### src/rtl/alu_req_arbiter.sv
// rtl/alu_req_arbiter.sv - two-requester valid/ready arbiter sharing one 8-bit ALU

module alu_8 (
    input  logic [7:0] a_i,
    input  logic [7:0] b_i,
    input  logic [3:0] op_i,
    output logic [7:0] result_o,
    output logic       zero_o,
    output logic       neg_o,
    output logic       ovf_o,
    output logic       err_o
);
    logic [7:0] sum;
    logic [7:0] diff;

    assign sum  = a_i + b_i;
    assign diff = b_i - a_i;

    always_comb begin
        result_o = 8'h00;
        ovf_o    = 1'b0;
        err_o    = 1'b0;
        case (op_i)
            4'd0: begin
                result_o = sum;
                ovf_o    = (a_i[7] == b_i[7]) && (sum[7] != a_i[7]);
            end
            4'd1: begin
                result_o = diff;
                ovf_o    = (a_i[7] != b_i[7]) && (diff[7] != b_i[7]);
            end
            4'd2:  result_o = a_i + 8'd1;
            4'd5:  result_o = {7'd0, (a_i == b_i)};
            4'd6:  result_o = {b_i[6:0], 1'b0};
            4'd7:  result_o = {b_i[7], b_i[7:1]};
            4'd8:  result_o = ~a_i;
            4'd9:  result_o = a_i & b_i;
            4'd10: result_o = a_i | b_i;
            4'd11: result_o = ~(a_i & b_i);
            4'd12: result_o = {a_i[6:0], a_i[7]};
            4'd13: result_o = {a_i[0], a_i[7:1]};
            default: err_o  = 1'b1;
        endcase
    end

    assign zero_o = (result_o == 8'h00);
    assign neg_o  = result_o[7];
endmodule

module alu_req_arbiter #(
    parameter int unsigned DATA_W = 8,
    parameter int unsigned OP_W   = 4,
    parameter int unsigned FAIR   = 1
) (
    input  logic              clk,
    input  logic              rst,
    input  logic              req0_valid,
    output logic              req0_ready,
    input  logic [DATA_W-1:0] req0_a,
    input  logic [DATA_W-1:0] req0_b,
    input  logic [OP_W-1:0]   req0_op,
    input  logic              req1_valid,
    output logic              req1_ready,
    input  logic [DATA_W-1:0] req1_a,
    input  logic [DATA_W-1:0] req1_b,
    input  logic [OP_W-1:0]   req1_op,
    output logic              rsp0_valid,
    input  logic              rsp0_ready,
    output logic              rsp1_valid,
    input  logic              rsp1_ready,
    output logic [DATA_W-1:0] rsp_result,
    output logic [2:0]        rsp_flags,
    output logic              rsp_err,
    output logic              busy
);
    typedef enum logic [1:0] {S_IDLE, S_EXEC, S_RESP} state_t;

    state_t            state_q, state_d;
    logic              rr_ptr_q, rr_ptr_d;
    logic              owner_q, owner_d;
    logic [DATA_W-1:0] a_q, a_d;
    logic [DATA_W-1:0] b_q, b_d;
    logic [OP_W-1:0]   op_q, op_d;
    logic [DATA_W-1:0] result_q, result_d;
    logic [2:0]        flags_q, flags_d;
    logic              err_q, err_d;

    logic              grant;
    logic              grant_vld;
    logic [7:0]        alu_result;
    logic              alu_zero, alu_neg, alu_ovf, alu_err;

    alu_8 u_alu (
        .a_i      (a_q),
        .b_i      (b_q),
        .op_i     (op_q),
        .result_o (alu_result),
        .zero_o   (alu_zero),
        .neg_o    (alu_neg),
        .ovf_o    (alu_ovf),
        .err_o    (alu_err)
    );

    // Grant looks only at valids and the round-robin pointer, never at payload.
    always_comb begin
        grant_vld = req0_valid | req1_valid;
        grant     = 1'b0;
        if (req0_valid && req1_valid) begin
            grant = (FAIR != 0) ? rr_ptr_q : 1'b0;
        end else if (req1_valid) begin
            grant = 1'b1;
        end
    end

    assign req0_ready = !rst && (state_q == S_IDLE) && grant_vld && !grant;
    assign req1_ready = !rst && (state_q == S_IDLE) && grant_vld &&  grant;

    always_comb begin
        state_d  = state_q;
        rr_ptr_d = rr_ptr_q;
        owner_d  = owner_q;
        a_d      = a_q;
        b_d      = b_q;
        op_d     = op_q;
        result_d = result_q;
        flags_d  = flags_q;
        err_d    = err_q;
        case (state_q)
            S_IDLE: begin
                if (req0_valid && req0_ready) begin
                    owner_d = 1'b0;
                    a_d     = req0_a;
                    b_d     = req0_b;
                    op_d    = req0_op;
                    state_d = S_EXEC;
                end else if (req1_valid && req1_ready) begin
                    owner_d = 1'b1;
                    a_d     = req1_a;
                    b_d     = req1_b;
                    op_d    = req1_op;
                    state_d = S_EXEC;
                end
            end
            S_EXEC: begin
                result_d = alu_result;
                flags_d  = {alu_zero, alu_neg, alu_ovf};
                err_d    = alu_err;
                state_d  = S_RESP;
            end
            S_RESP: begin
                if (owner_q ? rsp1_ready : rsp0_ready) begin
                    state_d = S_IDLE;
                    if (FAIR != 0) begin
                        rr_ptr_d = ~owner_q;
                    end
                end
            end
            default: state_d = S_IDLE;
        endcase
    end

    always_ff @(posedge clk or posedge rst) begin
        if (rst) begin
            state_q  <= S_IDLE;
            rr_ptr_q <= 1'b0;
            owner_q  <= 1'b0;
            a_q      <= '0;
            b_q      <= '0;
            op_q     <= '0;
            result_q <= '0;
            flags_q  <= '0;
            err_q    <= 1'b0;
        end else begin
            state_q  <= state_d;
            rr_ptr_q <= rr_ptr_d;
            owner_q  <= owner_d;
            a_q      <= a_d;
            b_q      <= b_d;
            op_q     <= op_d;
            result_q <= result_d;
            flags_q  <= flags_d;
            err_q    <= err_d;
        end
    end

    assign rsp0_valid = (state_q == S_RESP) && !owner_q;
    assign rsp1_valid = (state_q == S_RESP) &&  owner_q;
    assign rsp_result = result_q;
    assign rsp_flags  = flags_q;
    assign rsp_err    = err_q;
    assign busy       = (state_q != S_IDLE);
endmodule

### config.mk
export PLATFORM = sky130hd
export DESIGN_NAME = alu_req_arbiter
export DESIGN_NICKNAME = d
export VERILOG_FILES = /design/src/rtl/alu_req_arbiter.sv
export SDC_FILE = /design/constraint.sdc
export NUM_CORES = 1
export LEC_CHECK = 0
export CAP_MARGIN = 20
export CORE_UTILIZATION = 40
export DETAILED_ROUTE_END_ITERATION = 8
export GPL_TIMING_DRIVEN = 0
export PLACE_DENSITY = 0.69
export SKIP_LAST_GASP = 1
export SLEW_MARGIN = 10
export SYNTH_ARGS = -nofsm -noshare
export SYNTH_HDL_FRONTEND = slang
export SYNTH_SLANG_ARGS = --single-unit
export TNS_END_PERCENT = 100
### constraint.sdc
create_clock -name clk -period 3.35 [get_ports clk]
set_input_delay 0.335 -clock clk [delete_from_list [all_inputs] [get_ports clk]]
set_output_delay 0.335 -clock clk [all_outputs]
set_load 0.02 [all_outputs]
Word level (Yosys, flattened, before mapping) --
Cells that the tools add are included.
Storage, ports and cells: register bits after elaboration 36, logic and storage cells 79, input port bits 46, output and inout port bits 17
Cells by class: multiplexer cells 18, add/subtract/negate cells 3, bitwise operators 6, reduce and logical (&&, ||, !) cells 23, equality and inequality tests 20
Operators by type and width (number):
- $pmux 8 s12 | 1
- $mux 8 | 4
- $eq 4x4->1 const B | 6
- $not 8->8 | 2
- $eq 4x3->1 const B | 3
- $reduce_or 12->1 | 1
- $logic_and 1x1->1 | 11
- $add 8x1->8 const B | 1
- $add 8x8->8 | 1
- $and 8x8->8 | 1
- $eq 8x8->1 | 1
- $logic_not 8->1 | 1
- $mux 4 | 2
- $or 8x8->8 | 1
- $sub 8x8->8 | 1
- $mux 1 | 6
- $mux 2 | 3
- $pmux 2 s3 | 1
- $reduce_and 2->1 | 3
- $eq 4x1->1 const B | 1
- $eq 4x2->1 const B | 1
- $logic_not 4->1 | 1
- $reduce_bool 2->1 | 2
- $logic_not 1->1 | 3
- other kinds (10) | 12

Logic depth before layout (Yosys ltp) --
Gate-level depths: netlist of run 1.
depth in word-level cells 8, depth in mapped cells 11, gate-level depth less buffers 11

By module --
From an unflattened synthesis of run 1, not the netlist that was laid out.
Second synthesis, totals: cell total of the unflattened synthesis 450, area total of the unflattened synthesis 3594.7 um2
By module, submodules not included:
- alu_8 | cells an instance 282, area each 1888.1 um2, instances 1
- alu_req_arbiter | cells an instance 168, area each 1706.6 um2, instances 1

Worst setup path before layout of run 1 --
No wires, ideal clock.
path kind reg2reg, from reg a_q[2], to reg flags_q[2] (netlist: rsp_flags[2]), slack 0.836 ns, data arrival time 2.447 ns, setup time 0.066 ns, cell stages (with the launch flop) 12, path buffers 2, data required time 3.284 ns, cell sequence dfrtp_1 -> buf_2 -> inv_1 -> ha_1 -> buf_6 -> and2_1 -> a22o_1 -> or4_4 -> a31oi_4 -> xnor2_1 -> a221oi_2 -> a41o_1
On the way: word-level cells in the longest chain between the ends 4
Ends and longest elaborated chain:
- from (decl) | RTL line 81 | logic [DATA_W-1:0] a_q, a_d;
- from (signal assigned) | RTL line 167 | a_q <= '0;
- from (signal assigned) | RTL line 177 | a_q <= a_d;
- branches (longest 2 deep; another with $add 8x1->8)
- $pmux 8 s12 * | RTL line 23 | case (op_i)
- $logic_not 8->1 * | RTL line 46 | assign zero_o = (result_o == 8'h00);
- to (signal assigned) | RTL line 181 | flags_q <= flags_d;
- to (decl) | RTL line 85 | logic [2:0] flags_q, flags_d;
Mark *: on every way between the ends. A chain may end at the register's enable or synchronous reset.

Final worst setup path of run 1 --
from reg a_q[0], to reg flags_q[2] (netlist: rsp_flags[2])
The elaborated chain is that of the path after synthesis.

==> results by group, run 1 <==
Clocking
  – Clock sink count: 35
  – CTS clk-pin slew, worst paths: roughly 80 ps
  – Root buf cell: clkbuf_8
  – Clk Latency, worst-skew pair: 300 ps
  – Setup bufs post-CTS: 0
  – Cts bufs inserted: 5
  – Hold buffers post-CTS: 0
  – Resize count post-CTS: 0
  – CTS H-Tree Depth: 2
  – Clk buf depth: 2
  – CTS tree: yes

Synthesis
  – FF+latch count, synth: 35
  – Number of flops mapped to enable cells by yosys: 0
  – Seq/Total Area, Yosys: 25.56%
  – Top cell type's share of synthesized area: about a quarter
  – Avg Cell Area, Syn: between 8 and 9 µm²
  – Cell Area, Synth: roughly 3400 µm²
  – Most numerous cell in the Yosys netlist: nand2_1
  – Leading area contributor after synthesis: dfrtp_1
  – Syn_nets: 500
  – Distinct cells, synth: 64
  – Main synth FF type: dfrtp_1
  – Synth warn: 0
  – Asr flop ratio synth: 100.0%
  – Cell count after synthesis: around 430
  – Ranking of synthesized cells by area: dfrtp_1 26%, ha_1 9.1%, mux2i_1 7.9%
  – Top cells by instance count after synthesis: 47 x nand2_1, 45 x o21ai_0, 35 x dfrtp_1, 29 x inv_1, 27 x mux2i_1

Power
  – Peak supply drop: between 0.0004 and 0.0005 V
  – PwrDens: roughly 1000 nW/µm²
  – LEAKAGE: approximately 1.8 nW

Global routing
  – Number of global-route vias before repair: between 3000 and 4000
  – GRT overflow: 0
  – Largest net degree at the start of global routing: 36
  – First-pass GRT wire length: roughly 17 mm
  – Gr usage total: between 20% and 30%
  – Initial antenna violation count: 0

Placed design
  – Placed insts: 594
  – PortBufs: 62
  – Post-DP HPWL: around 8.6 mm
  – DP Worst Slack: roughly 360 ps
  – GPL Wtd Cong: approximately 0.95
  – Dpl cell area: roughly 4200 µm²

Worst setup path
  – Critical Path Fanout Max: 9
  – RR Startpoint: a_q[0]$_DFFE_PP0P_
  – Worst r2r path cells: 10
  – Critical Path RT: 3590 ps
  – Startpoint Class: register
  – CP Class: reg2reg
  – Terminus of the critical flop-to-flop path: rsp_flags[2]$_DFFE_PP0N_
  – WP data arrival: 3300 ps
  – Crit path capture type: register
  – R2R Setup Slk: approximately 280 ps

Layout
  – Fin cells: 602
  – Share of layout cells above drive strength 1: under 10%
  – Nets@finish: 569
  – Design area: 4292 µm²
  – Antenna cell count: 0
  – Synth-to-layout area growth: 25.23%

Routing
  – Met3 WL: between 600 and 700 µm
  – WL met1: ~4.8 mm
  – DRT iter0 DRCs: ~260
  – DR top layer: met4
  – DRC: 0
  – Via density: between 5 and 6
  – Avg WL per Cell: between 15 and 20 µm
  – Antenna violation net count after detailed routing: 0
  – Routed wire length: between 10 and 15 mm
  – Vias: approximately 3500
  – First-pass iteration count of the detailed router: 5
  – DR WL met2: around 5.0 mm

Timing
  – RSZ-0062 raised after global routing: false
  – Clock skew: 7.464 ps
  – Worst-margin pin slew: 939.4 ps
  – Slew HR: a little under two fifths
  – Period utilization: approximately nine tenths
  – Fmax: roughly 330 MHz
  – Final Max Tran Viols: 0
  – Final Hold Vio Count: 0
  – Setup violations, final: 0
  – Fin crit period: 3066 ps
  – Setup TNS: 0 ps
  – Final worst setup slack: between 200 and 300 ps

Die
  – Die Footprint: 8942 µm²
  – Total I/O pin count: 63
  – Die Y: between 90 and 100 µm
  – Initial core utilization: between 40% and 50%
  – Core ar.: a little over 8000 µm²
  – # rows: 33
  – Die W: 94.56 µm

Hold path
  – Hold Crit Start: rsp_result[4]$_DFFE_PP0N_
  – Hold path endpoint: rsp_result[4]$_DFFE_PP0N_
  – Worst Hold Class: reg2reg
  – Worst Hold Depth: 2

Run status
  – Status: finished, final reports clean

Run
  – Maxcap violations: 0
sequential cells by signal, summed over array words and instances, names as in the netlist:
signal	count
owner_q	1
rsp_err	1
a_q	8
rsp_flags	3
state_q	2
b_q	8
op_q	4
rsp_result	7
rr_ptr_q	1
cells in the final DEF, fill, tap and decap left out, types with 3 or more instances in the layout:
| cell | count |
|---|---|
| clkbuf_8 | 5 |
| a221oi_1 | 4 |
| inv_1 | 28 |
| o22ai_1 | 5 |
| buf_4 | 4 |
| clkdlybuf4s50_1 | 62 |
| and2_1 | 5 |
| a22oi_1 | 3 |
| a31oi_1 | 3 |
| nor2b_1 | 12 |
| ha_1 | 25 |
| a21o_1 | 3 |
| nand2b_1 | 10 |
| nand2_1 | 47 |
| nand3_1 | 14 |
| clkbuf_1 | 12 |
| buf_2 | 9 |
| and3_1 | 4 |
| dfrtp_1 | 35 |
| mux2i_1 | 27 |
| a21oi_1 | 19 |
| xnor2_1 | 13 |
| nor4bb_1 | 3 |
| nand3b_1 | 3 |
| nor2_1 | 21 |
| or4_1 | 3 |
| nor4_1 | 4 |
| o21a_1 | 5 |
| o21ai_0 | 45 |
| nor3_1 | 10 |
| o211ai_1 | 3 |
| nor3b_1 | 3 |
critical path, stage by stage (launching register included):
cell and delay, ps:
dfrtp_1 580, ha_1 240, inv_1 50, fa_1 440, nor4bb_1 140, o21ai_0 140, o21ai_0 100, a211o_1 350
or4_1 460, nor4_1 280, a41o_1 220
report_power, final:
part / internal, mW / leakage (nW) / switching [mW]
clock: 0.222 / 0.0581 / 0.169
combinational: 1.32 / 1.36 / 1.88
sequential: 0.608 / 0.436 / 0.270
cell families after synthesis:
family / after synthesis / synth area share, %
and+or+nand+nor: 150 / 22.89
AOI/OAI and AO/OA: 116 / 22.02
xor gates and xnor gates: 14 / 3.578
DFF: 35 / 25.56
buffers and inverters: 57 / 7.448
adders and majority gates: 27 / 10.30
muxes: 28 / 8.215
area by class of cell:
type	instances	area, µm²
multi-input combinational	335	2296
clock buffer	5	68.82
clock inverter	3	43.79
buffer	28	146.4
fill	806	3966
tap	105	131.4
sequential	35	875.8
timing repair buffer	62	620.6
inverter	29	108.9
worst max path at each step:
stage / from / end / slack, ps / depth (start not counted)
2_1_floorplan: a_q[2]$_DFFE_PP0P_ / rsp_flags[2]$_DFFE_PP0N_ / 840 / 11
3_3_place_gp: a_q[0]$_DFFE_PP0P_ / rsp_flags[2]$_DFFE_PP0N_ / 360 / 10
3_5_place_dp: a_q[0]$_DFFE_PP0P_ / rsp_flags[2]$_DFFE_PP0N_ / 360 / 10
4_1_cts: a_q[0]$_DFFE_PP0P_ / rsp_flags[2]$_DFFE_PP0N_ / 310 / 10
5_1_grt: a_q[1]$_DFFE_PP0P_ / rsp_flags[2]$_DFFE_PP0N_ / 150 / 9
6_report: a_q[0]$_DFFE_PP0P_ / rsp_flags[2]$_DFFE_PP0N_ / 280 / 10
per-layer routing:
metal	track usage, %	vias to the layer above
met3	4.589	26
li1	-	1665
met2	41.43	147
met1	34.49	1620
met5	0	-
met4	10.73	0
per-stage QoR:
| stage | hold slack (ps) | total power, mW | util, % |
|---|---|---|---|
| after floorplan | 468.7 | 3.044 | - |
| after global placement | 465.3 | 3.989 | 50.61 |
| after detailed placement | 476.7 | 4.005 | 50.61 |
| after CTS | 493.8 | 4.421 | 51.97 |
| after global routing | 523.1 | 4.830 | 51.97 |
| final | 487.8 | 4.469 | 51.97 |
Note: power is estimated with default switching activity, not from simulation.
==> inputs of run 2 (changes only) <==
--- a/config.mk
+++ b/config.mk
@@ -9,7 +9,7 @@
 export CORE_UTILIZATION = 40
 export DETAILED_ROUTE_END_ITERATION = 8
 export GPL_TIMING_DRIVEN = 0
-export PLACE_DENSITY = 0.69
+export PLACE_DENSITY = 0.71
 export SKIP_LAST_GASP = 1
 export SLEW_MARGIN = 10
 export SYNTH_ARGS = -nofsm -noshare
==> constraint.sdc (replaced) <==
create_clock -name clk -period 2.7 [get_ports clk]
set_input_delay 0.27 -clock clk [delete_from_list [all_inputs] [get_ports clk]]
set_output_delay 0.27 -clock clk [all_outputs]
set_load 0.01 [all_outputs]
==> run 2 against run 1 <==
The flow now finishes with violations (negative setup slack). Critical path depth shrank 1. Combinational power grew 43%. Clock power grew 23%. Cell count grew 3.2%. Via count grew 4.9%. Wire length grew 6.8%. Hold slack lost 36 ps. Count of clock-buffer cells in the layout is the same. Non-clock buffer count grew 19. Final area grew 6.6%. Sequential cell count is the same. Critical endpoint unchanged. Largest cell class unchanged.
==> results by group, run 2 (synthesis gave the netlist of run 1 again) <==
Run status
  – Status: complete, but fails checks
  – Failing checks: negative setup slack

Clocking
  – Clock sink count: 35
  – Hold buffers post-CTS: 0
  – Clk buf depth: 2
  – Root buf cell: clkbuf_8
  – CTS H-Tree Depth: 2
  – CTS clk-pin slew, worst paths: 80 ps
  – CTS tree: yes
  – Cts bufs inserted: 5
  – Clk Latency, worst-skew pair: 290 ps

Timing
  – Fmax: 368.9 MHz
  – Final Max Tran Viols: 0
  – Worst-margin pin slew: roughly 1100 ps
  – Final worst setup slack: -10.70 ps
  – Setup violations, final: 1
  – Fin crit period: 2711 ps
  – Clock skew: slightly below 10 ps
  – RSZ-0062 raised after global routing: true
  – Final Hold Vio Count: 0
  – Period utilization: 100.4%
  – Slew HR: 28.10%

Placed design
  – Post-DP HPWL: slightly below 9 mm
  – GPL Wtd Cong: between 0.9 and 1
  – Dpl cell area: around 4200 µm²
  – PortBufs: 62

Routing
  – Antenna violation net count after detailed routing: 0
  – Via density: 5.844
  – Avg WL per Cell: approximately 19 µm
  – DRT iter0 DRCs: 234
  – Vias: 3629
  – Routed wire length: ~12 mm
  – DRC: 0
  – First-pass iteration count of the detailed router: 5

Global routing
  – Gr usage total: between 20% and 30%
  – Number of global-route vias before repair: around 3400
  – Largest net degree at the start of global routing: 36
  – First-pass GRT wire length: approximately 18 mm
  – GRT overflow: 0
  – Initial antenna violation count: 0

Power
  – Clock Power Share: under 10%
  – Peak supply drop: ~0.00048 V
  – Tot Pwr: just over 6 mW
  – Comb power frac: about three quarters
  – PwrDens: 1337 nW/µm²
  – Sw Ratio: 49.92%
  – Sequential Power Share: 17.4%
  – LEAKAGE: 1.951 nW
  – Pint: 3.064 mW
  – Sw power: around 3.1 mW

Worst setup path
  – WP data arrival: about 2900 ps
  – CP Class: reg2reg
  – Critical Path RT: a little under 3000 ps
  – R2R Setup Slk: -10 ps
  – Critical Path Fanout Max: 7
  – Startpoint Class: register
  – Worst r2r path cells: 9
  – Crit path capture type: register

Hold path
  – Worst Hold Class: in2async

Die
  – Core ar.: between 8000 and 9000 µm²
  – Initial core utilization: between 40% and 50%
  – Die W: 94.56 µm
  – Total I/O pin count: 63
  – Die Footprint: a little under 9000 µm²
  – Die Y: between 90 and 100 µm
  – # rows: 33

Layout
  – Synth-to-layout area growth: 33.55%
  – Share of layout cells above drive strength 1: between 15 and 20%
  – Nets@finish: about 590
  – Most frequent cells in the layout: 62 x clkdlybuf4s50_1, 47 x nand2_1, 43 x o21ai_0
  – Filler instances: approximately 800
  – Design area: between 4000 and 5000 µm²
  – Antenna cell count: 0
  – Commonest non-fill, non-tap cell in the layout: clkdlybuf4s50_1

Run
  – Maxcap violations: 0
## run 2: cell count changes in the layout (fill, tap and decap cells not counted), sizes merged
cell      previous run  this run
buf                 16        36
clkbuf              17        16
clkinvlp             0         1
inv                 29        28
## run 2: repair_timing
item	4_1_cts	5_1_grt
setup endpoints to repair	6	5
resized for setup	24	15
pin swaps	6	9
buffers inserted	11	9
## run 2: final timing paths
check                                       endpoint                      start
setup / recovery            rsp_flags[2]$_DFFE_PP0N_         b_q[1]$_DFFE_PP0P_
hold / removal                   owner_q$_DFFE_PP0P_                        rst
setup reg to reg            rsp_flags[2]$_DFFE_PP0N_         b_q[1]$_DFFE_PP0P_
hold reg to reg            rsp_result[6]$_DFFE_PP0N_  rsp_result[6]$_DFFE_PP0N_
max in group asynchronous         b_q[1]$_DFFE_PP0P_                        rst
min in group clk           rsp_result[6]$_DFFE_PP0N_  rsp_result[6]$_DFFE_PP0N_
## run 2: power by group through the flow
stage          sequential (mW)  combinational [mW]  clock [mW]
2_1_floorplan             1.01                2.70           0
3_3_place_gp              1.07                3.83           0
3_5_place_dp              1.08                3.86           0
4_1_cts                   1.05                4.22       0.488
5_1_grt                   1.10                4.93       0.505
6_report                  1.07                4.57       0.479
## run 2: area by class of cell
class	count	area, µm²	share of cell area (%)
clock inverters	3	43.79	0.9568
clock buffers	5	68.82	1.504
inverters	29	115.1	2.515
plain buffers	27	151.4	3.308
flip-flops and latches	35	885.9	19.35
repair buffers	82	783.3	17.11
multi-input cells	335	2397	52.38
well taps	105	131.4	2.870
## run 2: through the flow
| stage | hold WS [ps] | util, % | setup TNS (ps) | instances | setup slack (ps) |
|---|---|---|---|---|---|
| floorplan | 424.3 | - | 0 | 427 | 186.2 |
| detailed placement | 476.9 | 50.61 | -811.2 | 594 | -285.6 |
| CTS | 471.7 | 53.95 | 0 | 612 | 1.781 |
| global placement | 471.8 | 50.61 | -767.8 | 594 | -308.7 |
| global route | 507.2 | 55.42 | -124.6 | 621 | -55.91 |
| finish | 451.9 | 55.42 | -10.70 | 621 | -10.70 |
## run 2: critical path: stages (launching register included)
cell and delay, ps:
dfrtp_2 470, inv_2 120, ha_4 220, a21o_1 210
a22o_1 230, or4_4 510, a31oi_4 230, xnor2_2 100
a221oi_2 330, a41o_1 220
## run 2: per-layer routing
metal  up-vias  track usage [%]  part of all wire, %
met5         -                0                    0
met4         0            8.712                  2.6
met3        36            5.072                  8.6
met2       178            42.03                   45
met1      1716            37.10                   43
li1       1699                -                    -
==> inputs of run 3 (changes only) <==
==> constraint.sdc (replaced) <==
create_clock -name clk -period 2.7 [get_ports clk]
set_input_delay 0.27 -clock clk [delete_from_list [all_inputs] [get_ports clk]]
set_output_delay 0.27 -clock clk [all_outputs]
set_load 0.1 [all_outputs]
==> run 3 against run 2 <==
Sequential cell count is the same. Wire length is 0.41% higher. Count of clock-buffer cells in the layout stayed put. Non-clock buffer count down 4. Final area down 1.4%. Cell count is 0.64% lower. First-iteration DRC count is 50% higher. The flow now finishes without violations.
==> results by group, run 3 (synthesis gave the netlist of run 1 again) <==
Layout
  – Fin cells: 617
  – Design area: 4512 µm²
  – Most frequent cells in the layout: 60 x clkdlybuf4s50_1, 47 x nand2_1, 42 x o21ai_0
  – Share of layout cells above drive strength 1: between 10% and 20%
  – Antenna cell count: 0
  – Nets@finish: roughly 580
  – Synth-to-layout area growth: 31.65%
  – Commonest non-fill, non-tap cell in the layout: clkdlybuf4s50_1

Timing
  – Period utilization: about 100%
  – Final Max Tran Viols: 0
  – Setup violations, final: 0
  – Worst-margin pin slew: between 1000 and 1500 ps
  – Fmax: 371.8 MHz
  – Final Hold Vio Count: 0
  – Fin Hold WS: ~460 ps
  – Slew HR: between 20% and 30%
  – RSZ-0062 raised after global routing: true
  – Setup TNS: 0 ps
  – Fin crit period: 2690 ps
  – Clock skew: about 5.4 ps

Worst setup path
  – Startpoint Class: register
  – Critical Path Fanout Max: 4
  – Crit path capture type: register
  – WP data arrival: 2940 ps
  – CP Class: reg2reg
  – Critical Path RT: slightly below 3000 ps

Clocking
  – CTS tree: yes
  – Root buf cell: clkbuf_8
  – Clk buf depth: 2
  – CTS clk-pin slew, worst paths: 80 ps
  – Clock sink count: 35
  – CTS H-Tree Depth: 2
  – Clk Latency, worst-skew pair: roughly 300 ps
  – Hold buffers post-CTS: 0
  – Cts bufs inserted: 5

Die
  – Total I/O pin count: 63
  – Die Footprint: around 8900 µm²
  – Die Y: around 95 µm
  – Core ar.: just over 8000 µm²
  – Initial core utilization: about two fifths
  – # rows: 33
  – Die W: 94.56 µm

Global routing
  – Gr usage total: a little over a quarter
  – First-pass GRT wire length: roughly 18 mm
  – GRT overflow: 0
  – Number of global-route vias before repair: 3406
  – Initial antenna violation count: 0
  – Largest net degree at the start of global routing: 36

Routing
  – Antenna violation net count after detailed routing: 0
  – Vias: 3593
  – DRT iter0 DRCs: between 300 and 400
  – Routed wire length: 11.58 mm
  – Via density: approximately 5.8
  – Avg WL per Cell: 18.76 µm
  – DRC: 0
  – First-pass iteration count of the detailed router: 5

Run status
  – Status: finished, final reports clean

Placed design
  – Placed insts: approximately 590
  – GPL Wtd Cong: between 0.9 and 1
  – PortBufs: between 60 and 70
  – Dpl cell area: roughly 4200 µm²
  – Post-DP HPWL: 8.860 mm

Hold path
  – Worst Hold Class: in2async

Run
  – Maxcap violations: 0
run 3: routing by layer:
layer	vias up	track usage, %	share of wire, %
met5	-	0	0
li1	1692	-	-
met3	25	3.221	5.4
met1	1708	36.40	44
met4	0	9.343	3.0
met2	168	44.93	47
run 3: cell type report:
| class | instances | area, µm² |
|---|---|---|
| plain buffers | 27 | 151.4 |
| clock buffers | 5 | 68.82 |
| clock inverters | 3 | 43.79 |
| fillers | 784 | 3746 |
| inverters | 29 | 112.6 |
| multi-input cells | 335 | 2371 |
| flip-flops and latches | 35 | 887.1 |
| well taps | 105 | 131.4 |
| repair buffers | 78 | 745.7 |
run 3: per-stage QoR:
step	utilization, %	worst slack, ps
4_1_cts	53.05	-69.05
3_3_place_gp	50.64	-632.0
2_1_floorplan	-	146.1
3_5_place_dp	50.64	-637.2
6_report	54.64	10.26
5_1_grt	54.64	-121.5
run 3: what timing repair did:
item	4_1_cts	5_1_grt
gates cloned	0	0
resized for setup	18	25
setup buffers	7	9
pin swaps	3	5
endpoints found under the setup margin	6	7
run 3: path summary, 6_finish.rpt:
path | from | end | slack [ps] | cells past startpoint
min in group clk | rsp_result[6]$_DFFE_PP0N_ | rsp_result[6]$_DFFE_PP0N_ | 490 | 2
max in group asynchronous | rst | a_q[0]$_DFFE_PP0P_ | 1730 | 2
setup / recovery | b_q[0]$_DFFE_PP0P_ | rsp_flags[2]$_DFFE_PP0N_ | 10 | 11
hold / removal | rst | owner_q$_DFFE_PP0P_ | 460 | 2
setup reg to reg | b_q[0]$_DFFE_PP0P_ | rsp_flags[2]$_DFFE_PP0N_ | 10 | 11
hold reg to reg | rsp_result[6]$_DFFE_PP0N_ | rsp_result[6]$_DFFE_PP0N_ | 490 | 2
run 3: critical path, stage by stage (launching register included):
cell	delay, ps
dfrtp_2	450
inv_1	90
ha_1	170
inv_1	60
fa_1	450
nor4bb_1	150
o21ai_1	130
o21ai_0	90
a211o_1	270
or4_4	460
nor4_4	140
a41o_1	180
Power of run 3 is not shown: default switching activity piles up to over one toggle a cycle in this logic, so the estimate is an artifact.
